--- src/rtl/demux_1to2_stage_pkg.sv ---
// Shared types and defaults for the 1-to-2 demux stage.
// Lane select encoding and default sizing live here.
package demux_1to2_stage_pkg;

    localparam int WIDTH_DEF = 32;
    localparam int DEPTH_DEF = 2;

    typedef enum logic {
        LANE0 = 1'b0,
        LANE1 = 1'b1
    } lane_e;

endpackage

--- src/rtl/demux_1to2_stage_lane_fifo.sv ---
// Per-lane FIFO: registered head, count-based full/empty.
// Storage resets to zero so the head never shows X.
module lane_fifo
    import demux_1to2_stage_pkg::*;
#(
    parameter int WIDTH = WIDTH_DEF,
    parameter int DEPTH = DEPTH_DEF,
    parameter int CNT_W = 2
) (
    input  logic             clk,
    input  logic             rst_n,
    input  logic             push,
    input  logic [WIDTH-1:0] push_data,
    input  logic             pop,
    output logic [WIDTH-1:0] head_data,
    output logic [CNT_W-1:0] count,
    output logic             full,
    output logic             empty
);

    localparam int PTR_W = $clog2(DEPTH);

    logic [WIDTH-1:0] mem_q [DEPTH];
    logic [WIDTH-1:0] mem_d [DEPTH];
    logic [PTR_W-1:0] wr_ptr_q, wr_ptr_d;
    logic [PTR_W-1:0] rd_ptr_q, rd_ptr_d;
    logic [CNT_W-1:0] count_q, count_d;
    logic             push_ok;
    logic             pop_ok;

    assign full      = (count_q == CNT_W'(DEPTH));
    assign empty     = (count_q == '0);
    assign count     = count_q;
    assign head_data = mem_q[rd_ptr_q];

    assign push_ok = push && !full;
    assign pop_ok  = pop && !empty;

    always_comb begin
        mem_d    = mem_q;
        wr_ptr_d = wr_ptr_q;
        rd_ptr_d = rd_ptr_q;
        count_d  = count_q;
        if (push_ok) begin
            mem_d[wr_ptr_q] = push_data;
            wr_ptr_d        = wr_ptr_q + 1'b1;
        end
        if (pop_ok) begin
            rd_ptr_d = rd_ptr_q + 1'b1;
        end
        // Push and pop together leave the occupancy unchanged.
        unique case ({push_ok, pop_ok})
            2'b10:   count_d = count_q + 1'b1;
            2'b01:   count_d = count_q - 1'b1;
            default: count_d = count_q;
        endcase
    end

    always_ff @(posedge clk or negedge rst_n) begin
        if (!rst_n) begin
            for (int i = 0; i < DEPTH; i++) begin
                mem_q[i] <= '0;
            end
            wr_ptr_q <= '0;
            rd_ptr_q <= '0;
            count_q  <= '0;
        end else begin
            mem_q    <= mem_d;
            wr_ptr_q <= wr_ptr_d;
            rd_ptr_q <= rd_ptr_d;
            count_q  <= count_d;
        end
    end

endmodule

--- src/rtl/demux_1to2_stage.sv ---
// Registered 1-to-2 demux: one producer steered into two
// independently buffered consumer lanes.
module demux_1to2_stage
    import demux_1to2_stage_pkg::*;
#(
    parameter int WIDTH = WIDTH_DEF,
    parameter int DEPTH = DEPTH_DEF,
    parameter int CNT_W = 2
) (
    input  logic             clk,
    input  logic             rst_n,
    input  logic             in_valid,
    output logic             in_ready,
    input  logic [WIDTH-1:0] in_data,
    input  logic             in_sel,
    output logic             out0_valid,
    input  logic             out0_ready,
    output logic [WIDTH-1:0] out0_data,
    output logic             out1_valid,
    input  logic             out1_ready,
    output logic [WIDTH-1:0] out1_data,
    output logic [CNT_W-1:0] lane0_count,
    output logic [CNT_W-1:0] lane1_count
);

    logic full0, full1;
    logic empty0, empty1;
    logic push0, push1;
    logic pop0, pop1;
    logic accept;

    // Ready depends only on the select and registered full flags.
    always_comb begin
        in_ready = 1'b1;
        unique case (lane_e'(in_sel))
            LANE0:   in_ready = !full0;
            LANE1:   in_ready = !full1;
            default: in_ready = 1'b1;
        endcase
    end

    assign accept = in_valid && in_ready;
    assign push0  = accept && (lane_e'(in_sel) == LANE0);
    assign push1  = accept && (lane_e'(in_sel) == LANE1);

    assign out0_valid = !empty0;
    assign out1_valid = !empty1;
    assign pop0       = out0_valid && out0_ready;
    assign pop1       = out1_valid && out1_ready;

    lane_fifo #(
        .WIDTH(WIDTH),
        .DEPTH(DEPTH),
        .CNT_W(CNT_W)
    ) u_lane0 (
        .clk      (clk),
        .rst_n    (rst_n),
        .push     (push0),
        .push_data(in_data),
        .pop      (pop0),
        .head_data(out0_data),
        .count    (lane0_count),
        .full     (full0),
        .empty    (empty0)
    );

    lane_fifo #(
        .WIDTH(WIDTH),
        .DEPTH(DEPTH),
        .CNT_W(CNT_W)
    ) u_lane1 (
        .clk      (clk),
        .rst_n    (rst_n),
        .push     (push1),
        .push_data(in_data),
        .pop      (pop1),
        .head_data(out1_data),
        .count    (lane1_count),
        .full     (full1),
        .empty    (empty1)
    );

endmodule

--- config.mk ---
export PLATFORM = sky130hd
export DESIGN_NAME = demux_1to2_stage
export DESIGN_NICKNAME = d
export VERILOG_FILES = /design/src/rtl/demux_1to2_stage_pkg.sv /design/src/rtl/demux_1to2_stage_lane_fifo.sv /design/src/rtl/demux_1to2_stage.sv
export SDC_FILE = /design/constraint.sdc
export NUM_CORES = 1
export LEC_CHECK = 0
export ABC_CLOCK_PERIOD_IN_PS = 1880
export BUFFER_PORTS_ARGS = -buffer_cell sky130_fd_sc_hd__buf_2
export CORE_MARGIN = 5
export CORE_UTILIZATION = 56
export DETAILED_ROUTE_END_ITERATION = 8
export GPL_TIMING_DRIVEN = 0
export PLACE_DENSITY = 0.9
export SLEW_MARGIN = 20
export SYNTH_ARGS = -nofsm -noshare
export SYNTH_HDL_FRONTEND = slang
export SYNTH_SLANG_ARGS = --single-unit
--- constraint.sdc ---
create_clock -name clk -period 1.88 [get_ports clk]
set_input_delay 0.376 -clock clk [delete_from_list [all_inputs] [get_ports clk]]
set_output_delay 0.376 -clock clk [all_outputs]
set_load 0.02 [all_outputs]
**Word level (Yosys, flattened, before mapping)**

Cells that the tools add are included.

- Add/subtract/negate cells: 8
- $lt $le $gt $ge: 6
- Eq/ne operators: 6
- Multiplexer cells: 15
- Bitwise logic cells: 5
- Reduce and logical (&&, ||, !) cells: 19

Operators with widths:

| kind | count |
|---|---|
| 32-bit 2-to-1 mux | 8 |
| 64-bit bitwise mux | 2 |
| 32-bit demux with 1-bit select | 2 |
| 1-bit logical AND | 11 |
| 2-bit == test, second input constant | 4 |
| 2-bit greater-or-equal comparator, second input constant | 4 |
| 1-bit inverter with 2-bit output | 4 |
| 2-bit case mux with 2 select lines | 2 |
| 1-bit adder, second input constant | 4 |
| 2-bit by 1-bit adder with 2-bit output, second input constant | 2 |
| 2-bit by 1-bit == test with 1-bit output, second input constant | 2 |
| 1-bit zero test | 4 |
| 2-bit zero test | 2 |
| 2-bit by 1-bit less-than comparator with 1-bit output, second input constant | 2 |
| 2-bit nonzero test | 2 |
| 2-bit by 1-bit subtractor with 2-bit output, second input constant | 2 |
| 1-bit case mux with 2 select lines | 1 |
| 1-bit inverter | 1 |

- Register bits: 136
- Output and inout bits: 71

**Depth between registers and ports, before layout**

- Depth after elaboration: 8
- Gate-level depth with buffers: 6

**Modules after synthesis**

Synthesis repeated with hierarchy kept, for this count alone.

- Cell total of the unflattened synthesis: 385
- Area total of the unflattened synthesis: 6049.6 um^2

Modules (own cells, without submodules):

| module | times used | cells an instance | area an instance (um^2) | seq. area each (um^2) |
|---|---|---|---|---|
| lane_fifo (u_lane1) | 1 | 189 | 3002.9 | 1701.6 |
| lane_fifo (u_lane0) | 1 | 189 | 3000.4 | 1701.6 |
| demux_1to2_stage | 1 | 7 | 46.3 | 0.0 |

**Least setup slack after synthesis**

Ideal clock, no wire load.

- Path kind: register to register
- Start: reg u_lane0.count_q[1], in the netlist u_lane0.count[1]
- End: reg u_lane0.count_q[1], in the netlist u_lane0.count[1]
- Arrival time: 1.649 ns
- Setup slack: 0.151 ns
- Stages on the path, launching flop included: 6
- Buffers on the path: 0
- Path through: dfrtp_1 -> or2_2 -> and2_1 -> ha_1 -> nor2_1 -> xor2_1

RTL lines:

| what | RTL line | RTL |
|---|---|---|
| start: declaration | demux_1to2_stage_lane_fifo.sv:27 | `logic [CNT_W-1:0] count_q, count_d;` |
| start signal: assignment | demux_1to2_stage_lane_fifo.sv:71 | `count_q <= count_d;` |
| 2-bit zero test * | demux_1to2_stage_lane_fifo.sv:32 | `assign empty = (count_q == '0);` |
| 1-bit zero test * | demux_1to2_stage.sv:46 | `assign out0_valid = !empty0;` |
| net out0_valid | demux_1to2_stage.sv:16 | `output logic out0_valid,` |
| 1-bit logical AND | demux_1to2_stage.sv:48 | `assign pop0 = out0_valid && out0_ready;` |
| 1-bit logical AND * | demux_1to2_stage_lane_fifo.sv:37 | `assign pop_ok = pop && !empty;` |
| net u_lane0.pop_ok | demux_1to2_stage_lane_fifo.sv:29 | `logic pop_ok;` |
| 2-bit by 1-bit == test with 1-bit output / 2-bit == test (equally long branches) | demux_1to2_stage_lane_fifo.sv:52 | `unique case ({push_ok, pop_ok})` |
| 2-bit case mux with 2 select lines / 2-bit nonzero test (equally long branches) | n/a |  |

Mark *: on every way through the listed nets, which the timed path passes. The rest lies on a longest branch.
A chain may end at the register's enable or synchronous reset.

**Worst setup path in the final report**

- Start: reg u_lane1.rd_ptr_q
- End: out out1_data[28]

- Longest elaborated chain between the ends: 4

Ends and longest elaborated chain:

| what | RTL line | RTL |
|---|---|---|
| start: declaration | demux_1to2_stage_lane_fifo.sv:26 | `logic [PTR_W-1:0] rd_ptr_q, rd_ptr_d;` |
| start signal: assignment | demux_1to2_stage_lane_fifo.sv:70 | `rd_ptr_q <= rd_ptr_d;` |
| 1-bit inverter with 2-bit output (not written as such) | demux_1to2_stage_lane_fifo.sv:34 | `assign head_data = mem_q[rd_ptr_q];` |
| 32-bit 2-to-1 mux (not written as such) (3 in a row) | demux_1to2_stage_lane_fifo.sv:34 |  |
| end: declaration | demux_1to2_stage.sv:21 | `output logic [WIDTH-1:0] out1_data,` |

No other way between the ends. The select of a mux whose other input is x is not followed.

==> flow_summary.json <==
{
  "synth_xor_area_share_pct": 1.470,
  "syn_nets": 419,
  "vdd_drop_max_mv": 1.226,
  "clk_latency_ns": 0.52,
  "die-area_mm2": 0.01281,
  "muxShareOfSynthArea_pct": 36.28,
  "grt-ovfl-total": 0,
  "drt_iter0_markers": 165,
  "layout_common_cells": "169 x mux2_2, 132 x dfrtp_1, 85 x buf_2",
  "drv_cap": 0,
  "tightest_slew_ns": 0.5628,
  "clock-root-buffer": "clkbuf_8",
  "rsz0062_at_grt": "yes",
  "nets": 555,
  "hold_path_class": "input port to register",
  "antenna_cells": 0,
  "cts_buffers": 17,
  "start_util_pct": 57.47,
  "grt_usage_pct": 21.59,
  "min_period_ns": 2.084,
  "ys_types": 24,
  "whs_ns": 0.1200,
  "fin_setup_tns_ns": -9.467,
  "vias": 3619,
  "hpwl_um": 8566,
  "rows": 37,
  "multi_input_area_mm2": 0.002492,
  "critPathLaunchType": "register",
  "vias_per_cell": 5.450,
  "failed_checks": "negative setup slack",
  "grt_pass1_vias": 4066,
  "layout_commonest_cell": "mux2_2",
  "syn_inst": 379,
  "syn_to_final_growth_pct": 29.96,
  "core_region_area_mm2": 0.01037,
  "wire_per_inst_um": 20.34,
  "leakagePower_nw": 3.546,
  "final_layout_size_suffix_gt1_share_pct": 69.32,
  "path_max_fanout": 9,
  "mappedNetlistArea_mm2": 0.005959,
  "die_w_um": 113.2,
  "slew_headroom_pct": 62.48,
  "avgSynthCellArea_um2": 15.72,
  "hold_viol": 0,
  "synthSimpleGateAreaFrac_pct": 2.163,
  "synth_compound_area_share_pct": 0.08398,
  "finalMaxSlewViolations": 0,
  "p_total_w": 0.01653,
  "finalSetupViolCount": 64,
  "clock_sinks": 136,
  "skew_ns": 0.008609,
  "path_class": "register to output pin",
  "die_y_um": 113.2,
  "drtPass1Iterations": 5,
  "ioPinCount": 109,
  "nFillCells": 639,
  "seq_area_frac_synth_pct": 57.11,
  "synth-adder-area-share_pct": 0.4199,
  "powerDensity_mw_per_mm2": 2134,
  "postRouteAntennaNets": 0,
  "drt_wl_total_um": 13510,
  "cts_tree": "yes",
  "synth-seq-cells": 136,
  "setup_slack_ns": -0.2038,
  "ff_latch_area_mm2": 0.003408,
  "crit_path_end_kind": "output pin",
  "grt_max_degree": 79,
  "grt_pass1_wl_um": 21290,
  "clk_pin_slew_ns": 0.06,
  "drc": 0,
  "cp.required_ns": 1.50,
  "synth_top_family_by_area": "multiplexers",
  "yosys_warnings": 0,
  "cts_max_level": 4,
  "fmax_ghz": 0.4799,
  "status": "finished with violations",
  "critPathArrivalTime_ns": 1.71,
  "io_buffer_count": 108,
  "post-route-period-util_pct": 110.8,
  "cts_buffer_depth": 2,
  "gp_congestion": 0.7293,
  "antenna_found_initial": 1
}
[cell families after synthesis]
| group | after synthesis |
|---|---|
| mux | 192 |
| flops | 136 |
| fa+ha+maj | 2 |
| simple gates | 17 |
| compound gates | 1 |
| buf+inv | 21 |
| xor+xnor | 10 |
[cell usage after synthesis]
cell type | count | share of area, %
a21oi_1 | 1 | 0.084
and2_1 | 2 | 0.21
and4bb_1 | 1 | 0.21
buf_2 | 10 | 0.84
buf_4 | 3 | 0.38
buf_6 | 6 | 1.1
clkbuf_1 | 2 | 0.13
dfrtp_1 | 136 | 57
ha_1 | 2 | 0.42
mux2_1 | 5 | 0.94
mux2_2 | 187 | 35
nand2_1 | 1 | 0.063
nand2b_1 | 1 | 0.11
nand2b_4 | 1 | 0.23
nand3_1 | 1 | 0.084
nand3b_1 | 1 | 0.13
nand4_2 | 1 | 0.21
nand4b_2 | 1 | 0.25
nor2_1 | 3 | 0.19
nor2b_1 | 1 | 0.11
nor3_2 | 1 | 0.17
or2_2 | 2 | 0.21
xnor2_1 | 6 | 0.88
xor2_1 | 4 | 0.59
[flip-flops by register name, indices dropped and copies added (netlist names)]
signal / flops
u_lane0.count: 2
u_lane0.rd_ptr_q: 1
u_lane1.rd_ptr_q: 1
u_lane1.mem_q: 64
u_lane0.mem_q: 64
u_lane1.count: 2
u_lane0.wr_ptr_q: 1
u_lane1.wr_ptr_q: 1
[power by group]
group	internal [W]	leakage, nW	switching, W	total, W
Sequential	0.00445	1.61	0.000871	0.00532
Clock	0.00196	0.280	0.00116	0.00311
Combinational	0.00436	1.65	0.00374	0.00810
[per-layer routing]
metal | part of all wire, % | track usage (%) | up-vias
met2 | 51 | 36.37 | 108
met3 | 4.8 | 6.096 | 21
met4 | 1.9 | 6.891 | 2
met1 | 42 | 27.04 | 1860
li1 | - | - | 1628
met5 | 0.081 | 0 | -
[cell type report]
type,count,area share [%]
buffer,19,2.908
clock buffer,25,6.511
clock inverter,7,0.8401
multi-input combinational,222,32.18
sequential,136,44.01
tap,136,2.197
timing repair buffer,119,11.36
[stage by stage]
step           cell area (um^2)  setup WS, ns  cells  utilization (%)
6_report                   7745       -0.2038    664            74.69
5_1_grt                    7745       -0.2481    664            74.69
4_1_cts                    7440       -0.2327    660            71.74
3_5_place_dp               6704      -0.09421    624            64.65
3_3_place_gp               6670        -1.203    623            64.32
2_1_floorplan              5959        0.1513    379                -
[timing repair]
action / 4_1_cts / 5_1_grt
pin swaps: 0 / 1
hold endpoints to repair: 58 / 0
buffers inserted: 5 / 2
resized for setup: 39 / 63
setup endpoints to repair: 65 / 67
hold buffers: 1 / 0
cloned: 0 / 3
[worst paths after layout]
| path | from | endpoint | slack (ns) | cells after the start |
|---|---|---|---|---|
| worst min-delay path | in_data[24] | u_lane1.mem_q[24] | 0.12 | 2 |
| worst min register to register | u_lane1.mem_q[24] | u_lane1.mem_q[24] | 0.49 | 1 |
| worst max register to register | u_lane1.count[1] | u_lane1.mem_q[37] | 0.20 | 4 |
| max in group asynchronous | rst_n | u_lane1.mem_q[48] | 0.70 | 3 |
| worst max-delay path | u_lane1.rd_ptr_q | out1_data[28] | -0.20 | 4 |
| min in group asynchronous | rst_n | u_lane1.mem_q[24] | 0.40 | 2 |
[worst max-delay path: stages (launching register included)]
cell and delay [ns]:
dfrtp_2 0.37, buf_12 0.15, clkbuf_16 0.16, mux2_2 0.35
buf_2 0.16
No activity file was read; power rests on OpenSTA's default activity.
